**src/rtl/mux_channel_scanner.sv**
```systemverilog
// -----------------------------------------------------------------------------
// mux_channel_scanner
//
// Registered N_CH-to-1 channel multiplexer with two operating modes:
//   - manual : the channel picked by sel_in appears on out one cycle later.
//   - scan   : a start pulse launches a sequencer that walks channels
//              0..N_CH-1, holding each for DWELL cycles while re-sampling the
//              live input data of the current channel every cycle.
//
// Build option:
//   MUX_SCAN_WRAP_EN  when defined the scan wraps from the last channel back
//                     to channel 0 and runs until aborted (mode=0) or reset;
//                     done never pulses. When undefined a single pass is made
//                     and done pulses for one cycle at the end.
//
// Ports:
//   clk        rising-edge clock
//   rst_n      asynchronous active-low reset
//   in         packed channels, channel c = in[c*DATA_W +: DATA_W]
//   sel_in     manual channel select
//   mode       0 = manual, 1 = scan
//   start      scan launch pulse (honoured only in IDLE with mode=1)
//   out        registered data of the selected channel
//   out_sel    channel index that out currently reflects
//   out_valid  out/out_sel carry a valid sample this cycle
//   busy       scan in progress
//   done       one-cycle pulse at scan completion
//   dbg_state  current FSM state (IDLE=0, SCAN=1, DONE=2)
//
// Handshake: there is no back-pressure. out_valid qualifies out/out_sel in the
// cycle it is high; a consumer must take the sample that cycle.
// -----------------------------------------------------------------------------
module mux_channel_scanner #(
  parameter int N_CH   = 16,
  parameter int DATA_W = 1,
  parameter int DWELL  = 4,
  parameter int SEL_W  = $clog2(N_CH)
) (
  input  logic                     clk,
  input  logic                     rst_n,
  input  logic [N_CH*DATA_W-1:0]   in,
  input  logic [SEL_W-1:0]         sel_in,
  input  logic                     mode,
  input  logic                     start,
  output logic [DATA_W-1:0]        out,
  output logic [SEL_W-1:0]         out_sel,
  output logic                     out_valid,
  output logic                     busy,
  output logic                     done,
  output logic [1:0]               dbg_state
);

  localparam int DW_W = (DWELL > 1) ? $clog2(DWELL) : 1;
  localparam logic [SEL_W-1:0] LAST_CH = SEL_W'(N_CH - 1);
  localparam logic [DW_W-1:0]  LAST_DW = DW_W'(DWELL - 1);

  typedef enum logic [1:0] {
    S_IDLE = 2'd0,
    S_SCAN = 2'd1,
    S_DONE = 2'd2
  } state_t;

  state_t              state_q, state_d;
  logic [SEL_W-1:0]    ch_q, ch_d;
  logic [DW_W-1:0]     dwell_q, dwell_d;
  logic [DATA_W-1:0]   out_d;
  logic [SEL_W-1:0]    out_sel_d;
  logic                valid_d;
  logic                busy_d;
  logic                done_d;

  assign dbg_state = state_q;

  // All state and the output stage live in one register bank. The output
  // registers are a function of the state the FSM is in, so the first scan
  // sample appears one edge after the start edge and the done pulse appears
  // one edge after the last dwell cycle.
  always_ff @(posedge clk or negedge rst_n) begin
    if (!rst_n) begin
      state_q   <= S_IDLE;
      ch_q      <= '0;
      dwell_q   <= '0;
      out       <= '0;
      out_sel   <= '0;
      out_valid <= 1'b0;
      busy      <= 1'b0;
      done      <= 1'b0;
    end else begin
      state_q   <= state_d;
      ch_q      <= ch_d;
      dwell_q   <= dwell_d;
      out       <= out_d;
      out_sel   <= out_sel_d;
      out_valid <= valid_d;
      busy      <= busy_d;
      done      <= done_d;
    end
  end

  always_comb begin
    state_d   = state_q;
    ch_d      = ch_q;
    dwell_d   = dwell_q;
    out_d     = out;
    out_sel_d = out_sel;
    valid_d   = 1'b0;
    busy_d    = 1'b0;
    done_d    = 1'b0;

    case (state_q)
      S_IDLE: begin
        if (!mode) begin
          // Selects beyond the last channel (non power-of-two N_CH) are
          // never used as an index; they produce a zero, invalid sample.
          if (int'(sel_in) < N_CH) begin
            out_d     = in[int'(sel_in)*DATA_W +: DATA_W];
            out_sel_d = sel_in;
            valid_d   = 1'b1;
          end else begin
            out_d = '0;
          end
        end else if (start) begin
          state_d = S_SCAN;
          ch_d    = '0;
          dwell_d = '0;
        end
      end

      S_SCAN: begin
        if (!mode) begin
          // Abort: drop back to IDLE with cleared counters, no done pulse.
          state_d = S_IDLE;
          ch_d    = '0;
          dwell_d = '0;
        end else begin
          out_d     = in[int'(ch_q)*DATA_W +: DATA_W];
          out_sel_d = ch_q;
          valid_d   = 1'b1;
          busy_d    = 1'b1;
          if (dwell_q == LAST_DW) begin
            dwell_d = '0;
            if (ch_q == LAST_CH) begin
              ch_d = '0;
`ifdef MUX_SCAN_WRAP_EN
              state_d = S_SCAN;
`else
              state_d = S_DONE;
`endif
            end else begin
              ch_d = ch_q + 1'b1;
            end
          end else begin
            dwell_d = dwell_q + 1'b1;
          end
        end
      end

      S_DONE: begin
        done_d  = 1'b1;
        state_d = S_IDLE;
      end

      default: begin
        state_d = S_IDLE;
      end
    endcase
  end

endmodule
```
**config.mk**
```make
export PLATFORM = sky130hd
export DESIGN_NAME = mux_channel_scanner
export DESIGN_NICKNAME = d
export VERILOG_FILES = /design/src/rtl/mux_channel_scanner.sv
export SDC_FILE = /design/constraint.sdc
export NUM_CORES = 1
export LEC_CHECK = 0
export BUFFER_PORTS_ARGS = -buffer_cell sky130_fd_sc_hd__buf_2
export CORE_UTILIZATION = 48
export CTS_BUF_LIST = sky130_fd_sc_hd__clkbuf_16
export CTS_CLUSTER_DIAMETER = 120
export CTS_CLUSTER_SIZE = 12
export DETAILED_ROUTE_END_ITERATION = 8
export GPL_TIMING_DRIVEN = 0
export PLACE_DENSITY_LB_ADDON = 0.2
export SLEW_MARGIN = 25
export SYNTH_ARGS = -nofsm -noshare
export SYNTH_HDL_FRONTEND = slang
export SYNTH_SLANG_ARGS = --single-unit
```
**constraint.sdc**
```tcl
create_clock -name clk -period 2.8 [get_ports clk]
set_clock_uncertainty 0.1 [all_clocks]
set_input_delay 0.28 -clock clk [delete_from_list [all_inputs] [get_ports clk]]
set_output_delay 0.28 -clock clk [all_outputs]
set_load 0.02 [all_outputs]
```
==> flow_summary_export.csv, run 1 <==
group,metric,value,unit
run_status,status,"finished, final reports clean",
finish,syn_to_final_growth,30.85,%
drt,dr.pass1.iters,5,
die,start_util,0.5241,
cts,cts.sink_count,16,
logic_synthesis,synth.area.top_cells,"dfrtp_1, mux4_1, nand2_1, o21ai_0, nor2_1",
cts,clk_latency,0.25,ns
sta,hold_viol,0,
setup_path,crit_path_end_kind,"flop",
logic_synthesis,ys.flop_type,"dfrtp_1",
logic_synthesis,ys_seq_elements,16,
finish,drive_gt1_frac,0.3282,
power_and_ir_drop,powerDensity,703.9,nW/um^2
cts,cts_root_buf,"clkbuf_16",
sta,tns,0,ns
cts,cts_buffers,3,
cts,ctsResizeCount,0,
global_routing,grt_max_degree,17,
place,gp_congestion,0.7997,
power_and_ir_drop,total_power,0.8516,mW
drt,wire_per_inst,12.87,um
power_and_ir_drop,power_switching,0.2706,mW
sta,rsz0062_at_grt,"false",
sta,maxSlewViolCount,0,
place,hpwl,1.534,mm
logic_synthesis,async_flop_share,1.000,
logic_synthesis,synth-seq-area-share,0.4330,
setup_path,timing.rr.start,"dbg_state[1]$_DFFE_PN0P_",
setup_path,r2r_slack,0.65,ns
power_and_ir_drop,combPwrFrac,0.307,
logic_synthesis,syn_nets,119,
die,die_area,2106,um^2
setup_path,worst_path_max_delay_cell,"mux4_1",
finish,fillCellCount,151,
sta,worst_hold_slack,0.1982,ns
drt,via_count,824,
global_routing,grt_pass1_wl,3.201,mm
power_and_ir_drop,total_leakage_power,0.6158,nW
drt,viasPerCell,5.282,
setup_path,critPathBufInv,1,
cts,clk_pin_slew,0.05,ns
min_path,whs_endpoint,"dbg_state[0]$_DFFE_PN0P_",
setup_path,arrival,2.16,ns
setup_path,worst_path_dominant_cell_family,"multiplexers",
logic_synthesis,synth_edf_count,0,
drt,drt_iter0_drc,9,
logic_synthesis,synth_most_common_cell,"dfrtp_1",
sta,relSlewSlack,0.7590,
drt,drc,0,
power_and_ir_drop,seqPwrFrac,0.367,
setup_path,crit_path_max_fanout,10,
setup_path,worstRegToRegCells,6,
drt,ant_nets,0,
setup_path,worstSetupPathType,"flop to flop",
min_path,hold_depth,3,
place,port_buffers,33,
global_routing,grt_usage,0.2211,
power_and_ir_drop,vdd_drop_max,0.5671,mV
min_path,holdCritStartpoint,"start",
finish,num_antenna_cells,0,
logic_synthesis,netlist_instances,93,
logic_synthesis,synth_area_leader_cell,"dfrtp_1",
die,io-pin-count,34,
sta,fin_crit_sh,0.7667,
die,row_count,15,
cts,tritoncts,"done",
logic_synthesis,synth.distinct_cells,30,
power_and_ir_drop,clkPwrFrac,0.325,
die,die_height,45.89,um
setup_path,required,2.81,ns
sta,tightest_slew,0.3515,ns
logic_synthesis,ys_warn_count,0,
run,maxCapViolCount,0,
logic_synthesis,netlist_area,924.6,um^2
setup_path,reg2reg_to,"out$_DFFE_PN0P_",
cts,cts_max_level,1,
cts,post_cts_buffers,0,
min_path,hold_class,"input port to flop",
finish,fin_nets,158,
power_and_ir_drop,power.share.switching,0.3178,
sta,setup_viol,0,
global_routing,grt_pass1_vias,727,
global_routing,overflow,0,
drt,routed_wirelength,2.008,mm
setup_path,cp_cell_sequence,"buf_6 > nand2b_4 > mux2i_2 > mux4_1 > a31oi_1 > o211ai_1",
cts,ctsHoldBuffers,1,
logic_synthesis,avgSynthCellArea,9.942,um^2
setup_path,cp-start-kind,"flop",
sta,max_freq,0.4658,GHz
logic_synthesis,synthTopCellsByCount,"dfrtp_1, nand2_1, nor2_1",
global_routing,antenna_found_initial,0,
logic_synthesis,synth_top_area_share,0.4330,
die,fp.dieW,45.89,um
setup_path,worst_path_largest_cell_delay,0.60,ns
power_and_ir_drop,p_int,0.5810,mW
cts,clock_path_buffers,2,
die,core_area,1764,um^2
sta,min_period,2.147,ns
-- sequential cells by signal, indices dropped and copies added (netlist names) --
| register | cells |
|---|---|
| ch_q | 4 |
| out_sel | 4 |
| dbg_state | 2 |
| dwell_q | 2 |
| busy | 1 |
| done | 1 |
| out | 1 |
| out_valid | 1 |
-- cells in the final DEF (no fill, tap or decap), types with 2 or more instances in the layout --
cell type	instances
a21oi_1	5
clkbuf_16	3
nand2_1	13
clkbuf_1	2
o21ai_0	9
mux4_1	4
mux2_2	2
inv_1	4
nand3_1	4
ha_1	2
dfrtp_1	16
nor3_1	2
a31oi_1	2
buf_2	33
nor2_1	10
o22ai_1	2
-- logic make-up after synthesis --
kind of cell	share of synthesized area
and+or+nand+nor	0.2030
AOI/OAI and AO/OA	0.1367
DFF	0.4330
muxes	0.1637
buffers and inverters	0.03653
adders and majority gates	0.02706
-- area by class of cell --
cell class | instances | area, um^2 | area share
multi-input combinational | 70 | 490.5 | 0.4054
tap | 25 | 31.28 | 0.02585
clock buffer | 3 | 75.07 | 0.06205
sequential | 16 | 400.4 | 0.3309
inverter | 4 | 15.01 | 0.01241
buffer | 3 | 18.77 | 0.01551
clock inverter | 1 | 3.754 | 0.003102
timing repair buffer | 34 | 175.2 | 0.1448
-- how the worst max path moves through the flow --
stage | startpoint | to | slack, ns | cells past startpoint
floorplan | dbg_state[1]$_DFFE_PN0P_ | out$_DFFE_PN0P_ | 0.66 | 6
global placement | dbg_state[1]$_DFFE_PN0P_ | out$_DFFE_PN0P_ | 0.72 | 6
detailed placement | dbg_state[1]$_DFFE_PN0P_ | out$_DFFE_PN0P_ | 0.67 | 6
CTS | dbg_state[1]$_DFFE_PN0P_ | out$_DFFE_PN0P_ | 0.65 | 6
global route | dbg_state[1]$_DFFE_PN0P_ | out$_DFFE_PN0P_ | 0.54 | 6
finish | dbg_state[1]$_DFFE_PN0P_ | out$_DFFE_PN0P_ | 0.65 | 6
-- layer usage --
metal	track usage	up-vias	routed length [um]
met2	0.3465	19	1061
met3	0.07143	4	69
li1	-	414	-
met1	0.2800	387	852
met5	0	-	0
met4	0.08824	0	25
-- through the flow --
stage               instance area (um^2)  utilization  std cells  setup slack, ns
floorplan                          924.6            -         93           0.6638
global placement                    1121       0.6355        151           0.7177
detailed placement                  1121       0.6355        151           0.6663
CTS                                 1210       0.6858        156           0.6536
global route                        1210       0.6858        156           0.5392
finish                              1210       0.6858        156           0.6534
-- power by group through the flow --
stage | Clock [mW] | Combinational, mW | Sequential (mW)
6_report | 0.277 | 0.262 | 0.313
5_1_grt | 0.292 | 0.293 | 0.320
4_1_cts | 0.280 | 0.263 | 0.312
3_5_place_dp | 0 | 0.261 | 0.316
3_3_place_gp | 0 | 0.255 | 0.313
2_1_floorplan | 0 | 0.140 | 0.351
-- tightest hold or removal path, cell delays in order --
cell and delay (ns):
buf_2 0.10, nand2b_1 0.05, o21ai_0 0.06
Power figures use the tool's default switching activity.
==> inputs of run 2 (changes only) <==
--- a/config.mk
+++ b/config.mk
@@ -6,7 +6,7 @@
 export NUM_CORES = 1
 export LEC_CHECK = 0
 export BUFFER_PORTS_ARGS = -buffer_cell sky130_fd_sc_hd__buf_2
-export CORE_UTILIZATION = 48
+export CORE_UTILIZATION = 43
 export CTS_BUF_LIST = sky130_fd_sc_hd__clkbuf_16
 export CTS_CLUSTER_DIAMETER = 120
 export CTS_CLUSTER_SIZE = 12
==> constraint.sdc (replaced) <==
create_clock -name clk -period 1.85 [get_ports clk]
set_clock_uncertainty 0.1 [all_clocks]
set_input_delay 0.185 -clock clk [delete_from_list [all_inputs] [get_ports clk]]
set_output_delay 0.185 -clock clk [all_outputs]
set_load 0.02 [all_outputs]
==> run 2 against run 1 <==
The flow now finishes with violations (negative setup slack). Flip-flop and latch count unchanged. Sequential share of layout area down 1.8 points. Die area grew 11%. Combinational power rose by 76%. Critical path type unchanged. Via count increased by 5.6%. Register-to-register slack lost 0.70 ns. Largest power group unchanged. Critical path depth shrank 1. Worst hold slack got worse by 0.096 ns. Non-clock buffer count rose by 8. First-iteration DRC count is 130% higher. Setup slack worse by 0.70 ns. Count of clock-buffer cells in the layout is the same.
==> flow_summary_export.csv, run 2 (same netlist as run 1, synthesis figures left out) <==
group,metric,value,unit
finish,top_regs,"ch_q: 4 flops, out_sel: 4 flops",
global_routing,grt_pass1_wl,3.422,mm
setup_path,cp-start-kind,"flop",
finish,drive_gt1_frac,0.4173,
setup_path,arrival,1.90,ns
drt,dr.pass1.iters,4,
sta,min_period,1.892,ns
drt,met3_length,88,um
drt,wl_met1,881,um
cts,cts_max_level,1,
power_and_ir_drop,power_switching,0.4314,mW
setup_path,r2r_slack,-0.04,ns
drt,viasPerCell,5.241,
sta,maxSlewViolCount,0,
sta,relSlewSlack,0.7452,
global_routing,antenna_found_initial,0,
setup_path,worst_path_max_delay_cell,"mux4_2",
drt,wire_per_inst,13.02,um
sta,hold_viol,0,
drt,via_count,870,
die,core_area,1982,um^2
finish,layoutNonFillerInstCount,166,
drt,wl_met2,1.149,mm
die,start_util,0.4665,
drt,routed_wirelength,2.162,mm
setup_path,worstSetupPathType,"flop to flop",
power_and_ir_drop,seqPwrFrac,0.348,
cts,cts_root_buf,"clkbuf_16",
cts,cts_buffers,3,
cts,clk_pin_slew,0.05,ns
power_and_ir_drop,power.share.switching,0.3186,
cts,clock_path_buffers,2,
sta,final.setup.worst_slack,-0.04184,ns
sta,fin_crit_sh,1.023,
die,io-pin-count,34,
die,die_area,2340,um^2
finish,final_common_cell,"buf_2",
cts,tritoncts,"done",
power_and_ir_drop,p_int,0.9227,mW
global_routing,grt_max_degree,17,
run_status,violations,"negative setup slack",
drt,drt_iter0_drc,21,
power_and_ir_drop,total_leakage_power,0.6444,nW
place,hpwl,1.600,mm
place,gp_congestion,0.8298,
setup_path,worst_path_dominant_cell_family,"multiplexers",
die,row_count,16,
sta,setup_viol,2,
setup_path,worst_path_largest_cell_delay,0.53,ns
global_routing,grt_pass1_vias,793,
global_routing,overflow,0,
drt,ant_nets,0,
min_path,hold_class,"input port to flop",
finish,layout_common_cells,"buf_2, dfrtp_1, nand2_1",
place,placed_area,1122,um^2
setup_path,crit_path_max_fanout,4,
power_and_ir_drop,clkPwrFrac,0.312,
setup_path,cp_cell_sequence,"nand2b_4 > mux2i_4 > mux4_2 > a31oi_1 > o211ai_1",
place,dp_cells,153,
power_and_ir_drop,combPwrFrac,0.340,
drt,top_layer,"met4",
place,pre_cts_ws,-0.1697,ns
run_status,status,"finished, violations left",
global_routing,grt_usage,0.1891,
finish,fin_nets,166,
die,die_height,48.37,um
sta,tns,-0.07406,ns
place,port_buffers,33,
finish,post-route-util,0.6490,
finish,syn_to_final_growth,39.11,%
sta,rsz0062_at_grt,"true",
setup_path,crit_path_end_kind,"flop",
drt,drc,0,
sta,max_freq,0.5286,GHz
finish,num_antenna_cells,0,
power_and_ir_drop,vdd_drop_max,0.6733,mV
run,maxCapViolCount,0,
setup_path,critPathBufInv,0,
sta,tightest_slew,0.3804,ns
setup_path,required,1.86,ns
sta,worst_hold_slack,0.1022,ns
cts,clk_latency,0.24,ns
power_and_ir_drop,total_power,1.354,mW
finish,fin_area,1286,um^2
die,fp.dieW,48.37,um
power_and_ir_drop,powerDensity,1053,nW/um^2
cts,cts.sink_count,16,
[run 2: changes by cell type in the layout (fill, tap and decap cells not counted), sizes merged]
cell    previous run  this run
buf               34        43
clkbuf             5         4
[run 2: worst paths after layout]
check	end	startpoint	depth (start not counted)
setup / recovery	out$_DFFE_PN0P_	dbg_state[0]$_DFFE_PN0P_	5
hold / removal	dbg_state[0]$_DFFE_PN0P_	start	3
setup reg to reg	out$_DFFE_PN0P_	dbg_state[0]$_DFFE_PN0P_	5
hold reg to reg	out_sel[2]$_DFFE_PN0P_	out_sel[2]$_DFFE_PN0P_	1
max in group asynchronous	dbg_state[1]$_DFFE_PN0P_	rst_n	2
min in group asynchronous	out_valid$_DFF_PN0_	rst_n	2
[run 2: power by group through the flow]
stage                     registers, mW  clock network [mW]  logic, mW
after floorplan                   0.533                   0      0.223
after global placement            0.475                   0      0.399
after global routing              0.482               0.439      0.500
after CTS                         0.473               0.426      0.443
final                             0.472               0.422      0.460
after detailed placement          0.479                   0      0.410
[run 2: cell type report]
| cell class | count | area [um^2] |
|---|---|---|
| Clock buffer | 3 | 75.07 |
| Clock inverter | 1 | 3.754 |
| Fill cell | 165 | 695.7 |
| Multi-Input combinational cell | 70 | 505.5 |
| Inverter | 4 | 15.01 |
| Tap cell | 27 | 33.78 |
| Sequential cell | 16 | 402.9 |
| Timing Repair Buffer | 43 | 242.7 |
| Buffer | 2 | 7.507 |
[run 2: timing repair]
item	CTS	global route
endpoints found under the hold margin	16	0
endpoints found under the setup margin	2	3
gates resized for setup	3	3
setup buffers	7	2
gates cloned	0	0
pin swaps	2	5
hold buffers	1	0
[run 2: routing by layer]
metal	vias to the layer above	track usage
met4	0	0.07353
met1	411	0.2281
li1	427	-
met5	-	0
met3	6	0.03145
met2	26	0.3357
[run 2: worst register-to-register path: cells and delay by family, from the launching register on]
family / cells / cell delay [ns]
multiplexers: 2 / 0.85
flip-flops: 1 / 0.44
AO/OA/AOI/OAI: 2 / 0.27
AND/OR/NAND/NOR: 1 / 0.10
